$ cat config.mk
export PLATFORM = sky130hd
export DESIGN_NAME = mdio_frame_engine
export DESIGN_NICKNAME = d
export VERILOG_FILES = /design/src/rtl/mdio_pkg.sv /design/src/rtl/mdc_strobe_gen.sv /design/src/rtl/mdio_frame_engine.sv
export SDC_FILE = /design/constraint.sdc
export NUM_CORES = 1
export LEC_CHECK = 0
export CORE_MARGIN = 1.5
export CORE_UTILIZATION = 39
export CTS_CLUSTER_SIZE = 30
export DETAILED_ROUTE_END_ITERATION = 10
export DONT_BUFFER_PORTS = 1
export GPL_ROUTABILITY_DRIVEN = 0
export GPL_TIMING_DRIVEN = 1
export PLACE_DENSITY = 0.65
export SLEW_MARGIN = 25
export SYNTH_ARGS = -nofsm -noshare
export SYNTH_HDL_FRONTEND = slang
export SYNTH_SLANG_ARGS = --single-unit
$ cat constraint.sdc
create_clock -name clk_i -period 5.4 [get_ports clk_i]
set_clock_uncertainty 0.1 [all_clocks]
set_input_delay 1.08 -clock clk_i [delete_from_list [all_inputs] [get_ports clk_i]]
set_output_delay 1.08 -clock clk_i [all_outputs]
set_load 0.02 [all_outputs]
$ cat src/rtl/mdio_pkg.sv
// mdio_pkg: shared constants, state type and frame-word helper for the
// Clause-22 MDIO frame engine.
package mdio_pkg;

   localparam logic [1:0] ST_C22 = 2'b01;
   localparam logic [1:0] OP_RD  = 2'b10;
   localparam logic [1:0] OP_WR  = 2'b01;

   localparam int unsigned CMD_BITS  = 14;
   localparam int unsigned TA_BITS   = 2;
   localparam int unsigned DATA_BITS = 16;

   typedef enum logic [2:0] {
      IDLE,
      PRE,
      CMD,
      TA,
      DATA,
      DONE
   } mdio_state_t;

   // Everything after the preamble, MSB first. On reads the TA/DATA slots
   // hold ones, so the released line idles high.
   function automatic logic [31:0] frame_word(input logic        rd,
                                              input logic [4:0]  phy,
                                              input logic [4:0]  regad,
                                              input logic [15:0] wd);
      return {ST_C22, (rd ? OP_RD : OP_WR), phy, regad,
              (rd ? 2'b11 : 2'b10), (rd ? 16'hFFFF : wd)};
   endfunction

endpackage

$ cat src/rtl/mdc_strobe_gen.sv
// mdc_strobe_gen: MDC divider. Counts 0..MDC_DIV-1 and toggles mdc on the
// terminal count. rise_stb/fall_stb flag the cycle whose closing edge
// registers mdc 0->1 / 1->0. Deasserting en clears the count and forces
// mdc low.
// Ports: clk, rst (async, active-high), en, mdc, rise_stb, fall_stb.
module mdc_strobe_gen #(
   parameter int unsigned MDC_DIV = 25
) (
   input  logic clk,
   input  logic rst,
   input  logic en,
   output logic mdc,
   output logic rise_stb,
   output logic fall_stb
);

   localparam int unsigned CW = (MDC_DIV > 1) ? $clog2(MDC_DIV) : 1;

   logic [CW-1:0] cnt;
   logic          tc;

   assign tc       = (cnt == CW'(MDC_DIV - 1));
   assign rise_stb = en & tc & ~mdc;
   assign fall_stb = en & tc & mdc;

   always_ff @(posedge clk or posedge rst) begin
      if (rst) begin
         cnt <= '0;
         mdc <= 1'b0;
      end else if (!en) begin
         cnt <= '0;
         mdc <= 1'b0;
      end else if (tc) begin
         cnt <= '0;
         mdc <= ~mdc;
      end else begin
         cnt <= cnt + CW'(1);
      end
   end

endmodule

$ cat src/rtl/mdio_frame_engine.sv
// mdio_frame_engine: Clause-22 MDIO initiator. Accepts one register access
// (req_i & ready_o), emits preamble/ST/OP/PHYAD/REGAD/TA/DATA on MDC/MDIO,
// samples read data on MDC rising edges and returns data plus a no-PHY flag.
// Ports: clk_i, rst_i (async, active-high), req_i/ready_o handshake,
//   rd_i, phy_addr_i, reg_addr_i, wr_data_i request fields, done_o pulse,
//   rd_data_o/rd_err_o read result, mdc_o/mdio_o/mdio_oe_o/mdio_i pad side.
// Build option: MDIO_PRE_SUPPRESS_EN adds pre_skip_i to drop the preamble.
module mdio_frame_engine
   import mdio_pkg::*;
#(
   parameter int unsigned MDC_DIV = 25,
   parameter int unsigned PRE_LEN = 32
) (
   input  logic        clk_i,
   input  logic        rst_i,
   input  logic        req_i,
   output logic        ready_o,
   input  logic        rd_i,
   input  logic [4:0]  phy_addr_i,
   input  logic [4:0]  reg_addr_i,
   input  logic [15:0] wr_data_i,
`ifdef MDIO_PRE_SUPPRESS_EN
   input  logic        pre_skip_i,
`endif
   output logic        done_o,
   output logic [15:0] rd_data_o,
   output logic        rd_err_o,
   output logic        mdc_o,
   output logic        mdio_o,
   output logic        mdio_oe_o,
   input  logic        mdio_i
);

   mdio_state_t state;
   logic [5:0]  bit_cnt;
   logic [31:0] tx_sr;
   logic [15:0] rx_sr;
   logic        rd_q;
   logic        err_q;
   logic        last_bit;
   logic        skip_req;
   logic        strobe_en;
   logic        rise_stb;
   logic        fall_stb;
   logic [31:0] req_word;

`ifdef MDIO_PRE_SUPPRESS_EN
   assign skip_req = pre_skip_i;
`else
   assign skip_req = 1'b0;
`endif

   assign req_word  = frame_word(rd_i, phy_addr_i, reg_addr_i, wr_data_i);
   assign strobe_en = (state != IDLE) && (state != DONE);

   mdc_strobe_gen #(
      .MDC_DIV (MDC_DIV)
   ) u_strobe (
      .clk      (clk_i),
      .rst      (rst_i),
      .en       (strobe_en),
      .mdc      (mdc_o),
      .rise_stb (rise_stb),
      .fall_stb (fall_stb)
   );

   always_comb begin
      last_bit = 1'b0;
      case (state)
         PRE:     last_bit = (bit_cnt == 6'(PRE_LEN - 1));
         CMD:     last_bit = (bit_cnt == 6'(CMD_BITS - 1));
         TA:      last_bit = (bit_cnt == 6'(TA_BITS - 1));
         DATA:    last_bit = (bit_cnt == 6'(DATA_BITS - 1));
         default: last_bit = 1'b0;
      endcase
   end

   always_ff @(posedge clk_i or posedge rst_i) begin
      if (rst_i) begin
         state     <= IDLE;
         bit_cnt   <= '0;
         tx_sr     <= '0;
         rx_sr     <= '0;
         rd_q      <= 1'b0;
         err_q     <= 1'b0;
         ready_o   <= 1'b1;
         done_o    <= 1'b0;
         rd_data_o <= '0;
         rd_err_o  <= 1'b0;
         mdio_o    <= 1'b1;
         mdio_oe_o <= 1'b0;
      end else begin
         done_o <= 1'b0;
         case (state)
            IDLE: begin
               if (req_i && ready_o) begin
                  ready_o   <= 1'b0;
                  rd_q      <= rd_i;
                  bit_cnt   <= '0;
                  mdio_oe_o <= 1'b1;
                  if (skip_req) begin
                     // First bit is presented right away, so the word enters
                     // the shifter already advanced by one.
                     state  <= CMD;
                     mdio_o <= req_word[31];
                     tx_sr  <= {req_word[30:0], 1'b0};
                  end else begin
                     state  <= PRE;
                     mdio_o <= 1'b1;
                     tx_sr  <= req_word;
                  end
               end
            end
            PRE, CMD, TA, DATA: begin
               if (rise_stb) begin
                  if (state == TA && last_bit) err_q <= mdio_i;
                  if (state == DATA) rx_sr <= {rx_sr[14:0], mdio_i};
               end
               if (fall_stb) begin
                  bit_cnt <= last_bit ? '0 : bit_cnt + 6'd1;
                  if (state == DATA && last_bit) begin
                     state     <= DONE;
                     mdio_o    <= 1'b1;
                     mdio_oe_o <= 1'b0;
                  end else begin
                     // Preamble bits stay at the idle 1; all later bits come
                     // from the shifter.
                     if (state != PRE || last_bit) begin
                        mdio_o <= tx_sr[31];
                        tx_sr  <= {tx_sr[30:0], 1'b0};
                     end
                     if (state == CMD && last_bit && rd_q) mdio_oe_o <= 1'b0;
                     if (last_bit) begin
                        case (state)
                           PRE:     state <= CMD;
                           CMD:     state <= TA;
                           default: state <= DATA;
                        endcase
                     end
                  end
               end
            end
            DONE: begin
               done_o    <= 1'b1;
               ready_o   <= 1'b1;
               mdio_o    <= 1'b1;
               mdio_oe_o <= 1'b0;
               if (rd_q) begin
                  rd_data_o <= rx_sr;
                  rd_err_o  <= err_q;
               end
               state <= IDLE;
            end
            default: state <= IDLE;
         endcase
      end
   end

endmodule

* Word level (Yosys, flattened, before mapping)
Index checks and enable logic that the tools add are counted.
Operators by class: $add $sub $neg 2, $mul 0, div/mod/pow operators 0, magnitude comparators 0, equality and inequality tests 20, shifts and indexed selects 0, muxes and demuxes 35, bitwise logic cells 4, reductions and logical operators 23
Operator list (count):
- $mux 32 | 4
- $pmux 32 s2 | 1
- $mux 6 | 3
- $mux 16 | 1
- $eq 6x4->1 const B | 2
- $mux 1 | 12
- $mux 3 | 4
- $ne 3x3->1 const B | 4
- $pmux 3 s2 | 2
- $pmux 6 s2 | 1
- $reduce_and 3->1 | 4
- $mux 5 | 2
- $ne 2x2->1 const B | 5
- $reduce_and 4->1 | 2
- $add 6x1->6 const B | 1
- $eq 3x2->1 const B | 2
- $eq 3x3->1 const B | 2
- $eq 6x1->1 const B | 1
- $eq 6x5->1 const B | 1
- $logic_and 1x1->1 | 6
- $pmux 1 s3 | 2
- $reduce_and 2->1 | 3
- $reduce_bool 3->1 | 2
- $add 5x1->5 const B | 1
- other kinds (13) | 16
Storage, ports and cells: register bits 86, latch bits 0, memory bits (writable) 0, memory bits (read-only) 0, input port bits 31, logic and storage cells 98, memories kept 0

* Depth between registers and ports, before layout
depth in word-level cells 8, depth in mapped cells 9, depth with buffers taken out 7

* Cells and area by module
Synthesis repeated with hierarchy kept, for this count alone.
Second synthesis, totals: cells, all modules 363, area total of the unflattened synthesis 4309.1 um^2
Modules (own cells, without submodules):
- mdio_frame_engine | instances 1, cells each 329, area each 3978.8 um^2, sequential area each 2004.4 um^2
- mdc_strobe_gen | instances 1, cells each 34, area each 330.3 um^2, sequential area each 150.1 um^2

* Worst setup path before layout
OpenSTA, ideal clock, no wires.
kind input port to flip-flop, start point input req_i, end point register tx_sr[10], setup time 0.125 ns, data arrival time 2.330 ns, data required time 5.175 ns, path slack 2.844 ns, stages 6, cell sequence and2_1 -> a221oi_1 -> a21o_1 -> a211oi_4 -> buf_6 -> mux2_4
Between the ends: cells in the longest elaborated chain, start to end 3
RTL lines:
- from (decl) | RTL line mdio_frame_engine.sv:16 | input logic req_i,
- $logic_and 1x1->1 | RTL line mdio_frame_engine.sv:96 | if (req_i && ready_o) begin
- $ne 2x2->1 (no source line)
- $reduce_and 5->1 (no source line)
- to (signal assigned) | RTL line mdio_frame_engine.sv:106 | tx_sr <= {req_word[30:0], 1'b0};
- to (signal assigned) | RTL line mdio_frame_engine.sv:110 | tx_sr <= req_word;
- to (signal assigned) | RTL line mdio_frame_engine.sv:130 | tx_sr <= {tx_sr[30:0], 1'b0};
- to (decl) | RTL line mdio_frame_engine.sv:36 | logic [31:0] tx_sr;
Every way passes these cells. A chain may end at the register's enable or synchronous reset.

* Worst setup path in the final report
start point register state[2], end point register tx_sr[5]
Between the ends: cells in the longest elaborated chain, start to end 6
RTL lines:
- from (decl) | RTL line mdio_frame_engine.sv:34 | mdio_state_t state;
- from (signal assigned) | RTL line mdio_frame_engine.sv:80 | state <= IDLE;
- from (signal assigned) | RTL line mdio_frame_engine.sv:104 | state <= CMD;
- from (signal assigned) | RTL line mdio_frame_engine.sv:108 | state <= PRE;
- $ne 3x3->1 / $reduce_bool 3->1 (equally long branches) | RTL line mdio_frame_engine.sv:54 | assign strobe_en = (state != IDLE) && (state != DONE);
- $logic_and 1x1->1 | RTL line mdio_frame_engine.sv:54
- $and 1x1->1 (2 in a row) | RTL line mdc_strobe_gen.sv:24 | assign fall_stb = en & tc & mdc;
- $ne 2x2->1 (no source line)
- $reduce_and 5->1 (no source line)
Parallel ways exist; a longest one is shown, timed or not.

==> impl_results.md <==
- Outcome: completed
- Sw Pwr: 259 uW
- GRT overflow: 0
- Final worst-path cycle share: ~65%
- Max_slew headroom: a little under two fifths
- Post-Syn Nets: 382
- CTS H-Tree Depth: 3
- Total number of vias: 2,521
- Post-DP Area: 0.00430 mm^2
- Layout cells sized above 1: 30.8%
- EDFF count, synth: 0
- Clock transition at path regs: 0.10 ns
- Post-synthesis register bit count: 86
- First-pass GRT wire length: 12.8 mm
- IO Count: 53
- Hold crit path type: reg2reg
- # fillers: 987
- Synth unique cells: 50
- Post-synthesis sequential area ratio: 51.4%
- Worst path required time: 5.53 ns
- Die area: 0.0114 mm^2
- Endpoints failing setup: 0
- DP Wirelength: 5.19 mm
- Clk pwr share: between 40% and 50%
- Drt total wl: approximately 7.5 mm
- Critical Path AT: 3.63 ns
- CTS Buf Count: 9
- Leak pwr: 2.13 nW
- Core Area: just over 0.01 mm^2
- Worst Slack Setup Final: 1.90 ns
- Mux contribution to synthesized area: 23.6%
- Post-synthesis compound-gate area fraction: 8.33%
- Vias in the first global route: 2,710
- Setup TNS: 0 ns
- Routed WL per cell: 15.4 um
- Iter 0 DRT Violations: 129
- First-pass DRT Iterations: 4
- Synth Flop Type: dfrtp_1
- Top-area cell type share of the netlist area: 50.2%
- Comb power frac: 1.3%
- Port Buffers: 0
- CTS tree: done
- Max-Cap Viols: 0
- Multi-input logic area: 0.00191 mm^2
- Sequential share of power: 54.9%
- Final max-slew violation count: 0
- PostCTS Resize Cnt: 0
- Die span in x: 107 um
- Adder-Cell Fraction of Synth Area: 1.49%
- Crit path max-delay family: compound AO/OA/AOI/OAI gates
- Standard-cell row count: 37
- Initial antenna violation count: 0
- CP max stage delay: roughly 0.79 ns
- Hold Buf Count CTS: 0
- VDD IR max: 172 uV
- Fin. Hold Viols: 0
- Type of the worst setup path: reg2reg
- Vias per cell: about 5.2
- Synth warnings: 0
- Floorplan die height: 107 um
- Internal Pwr Total: a little over 900 uW
- Worst-margin pin slew: between 0.9 and 1 ns
- Combinational family with the most area after synthesis: multiplexers
- Nets: 378
- Fraction of registers with async set/reset: 100%
- Post-route ant nets: 0
- Place WS: ~1.9 ns
- Netlist Area Pre-Place: 0.00419 mm^2
- Synth Instances: 346
- Fmax: 0.286 GHz
- R2R setup slack: 1.90 ns
- Worst setup EP type: flop
- Diode count: 0
- Worst skew pair latency: 0.36 ns
- Register Area: 0.00215 mm^2
- Max clock buf depth: 2
- Synth Area in Simple Gates: between 10% and 20%
- Min cycle time layout: roughly 3.5 ns
- CP Max Fanout: 17
- Starting Density: 40.4%
- Residual DRC: 0
- Buffers & Inverters on Critical Path: 2
- Largest net degree at the start of global routing: 47
- Synth top area cells: dfrtp_1 50%, mux2_2 13%, mux2_4 9.7%
- Unrepaired setup endpoints after global routing: false
- Clock root cell: clkbuf_8
- Setup bufs post-CTS: 0
- PD cells: between 200 and 300 mW/mm^2
- GRT Total Usage: 14.1%
- Yosys top cell by area: dfrtp_1
- Synthesis-to-finish area growth: 8.06%
- Final instance area: roughly 0.0045 mm^2
- XOR/XNOR Fraction of Synth Area: about 1.3%
- Avg Inst Size Synth: 12.1 um^2
- Crit path cell chain: inv_1, ha_1, xor2_1, and3b_1, a311oi_4, a211oi_4, buf_4, mux2_4
- Sw Ratio: 22.1%
- Worst setup SP type: flop
- CP max-delay cell: a211oi_4
- CTS Sinks: 86
routing by layer:
layer | wire (um) | part of all wire (%) | GRT usage [%] | vias to the layer above
met5 | 0 | 0 | 0 | -
met4 | 91 | 1.2 | 3.62 | 0
met3 | 394 | 5.3 | 5.05 | 10
met2 | 3510 | 47 | 22.5 | 50
met1 | 3460 | 46 | 18.1 | 1252
li1 | - | - | - | 1209
path summary, 6_finish.rpt:
path,cells past startpoint,from,end
worst max-delay path,8,state[2],tx_sr[5]
worst min-delay path,1,u_strobe.cnt[0],u_strobe.cnt[0]
worst max register to register,8,state[2],tx_sr[5]
worst min register to register,1,u_strobe.cnt[0],u_strobe.cnt[0]
max in group asynchronous,2,rst_i,mdio_o
min in group asynchronous,1,rst_i,rd_data_o[4]
power by group through the flow:
stage	clock network (mW)	registers [mW]	logic [mW]
finish	0.512	0.643	0.0153
global placement	0	0.656	0.0162
CTS	0.526	0.644	0.0166
detailed placement	0	0.656	0.0167
floorplan	0	0.656	0.0134
global route	0.554	0.644	0.0185
cell usage after synthesis (all sizes together) (2+ instances only):
cell type and count:
a211oi 2, a21oi 4, and2 2, buf 7, clkbuf 11, dfrtp 84
dfstp 2, ha 5, inv 9, mux2 77, mux2i 2, nand2 34
nand3 5, nand3b 2, nor2 31, nor2b 3, nor3 8, o2111ai 2
o211ai 7, o21ai 19, o32a 3, or2 2, or3 2, xnor2 3
xor2 3
registers in the layout, summed over array words and instances, names as in the netlist:
name          flops
err_q             1
rd_q              1
rd_data_o        16
bit_cnt           6
done_o            1
u_strobe.cnt      5
mdio_oe_o         1
mdio_o            1
u_strobe.mdc      1
rd_err_o          1
tx_sr            32
ready_o           1
state             3
rx_sr            16
worst reg2reg max path, stage by stage (launching register included):
cell and delay, ns:
dfrtp_1 0.62, inv_1 0.21, ha_1 0.24, xor2_1 0.18, and3b_1 0.26, a311oi_4 0.18
a211oi_4 0.79, buf_4 0.46, mux2_4 0.34
placed cells by master, fill, tap and decap left out, types with 2 or more instances in the layout:
cell type	netlist	routed
nand2_1	34	34
nor3_1	7	7
buf_4	2	3
mux2_2	50	50
o21ai_0	19	19
clkbuf_8	0	9
bufinv_16	0	2
or2_2	2	2
mux2_4	27	27
o211ai_1	7	7
o32a_1	3	3
clkinv_2	0	2
o2111ai_1	2	2
and2_1	2	2
dfstp_2	2	2
a21oi_1	4	4
inv_1	9	8
nand3_1	5	5
clkinv_4	0	2
xor2_1	3	3
xnor2_1	3	2
mux2i_1	2	2
ha_1	5	5
nor2b_1	3	3
nor2_1	30	30
dfrtp_1	84	84
or3_1	2	2
metrics by stage:
| stage | utilization, % | total power [mW] | std cells | hold slack, ns |
|---|---|---|---|---|
| 4_1_cts | 43.7 | 1.19 | 483 | 0.399 |
| 5_1_grt | 43.7 | 1.22 | 483 | 0.432 |
| 6_report | 43.7 | 1.17 | 483 | 0.390 |
| 2_1_floorplan | - | 0.670 | 346 | 0.349 |
| 3_3_place_gp | 41.4 | 0.672 | 467 | 0.372 |
| 3_5_place_dp | 41.4 | 0.673 | 467 | 0.385 |
cells by family (layout without fill, tap and decap cells):
family          Yosys count  count (layout)
compound gates           48              48
xor+xnor                  6               6
fa+ha+maj                 5               5
buf+inv                  27              28
flops                    86              86
mux                      79              79
simple gates             95              95
area by class of cell:
type                            instances  share of cell area (%)
Clock buffer                            9                    2.74
Inverter                                9                   0.774
Tap cell                              136                    3.76
Multi-Input combinational cell        233                    42.3
Timing Repair Buffer                    3                   0.497
Clock inverter                          7                    2.38
Sequential cell                        86                    47.6
(Power assumes the default switching activity.)
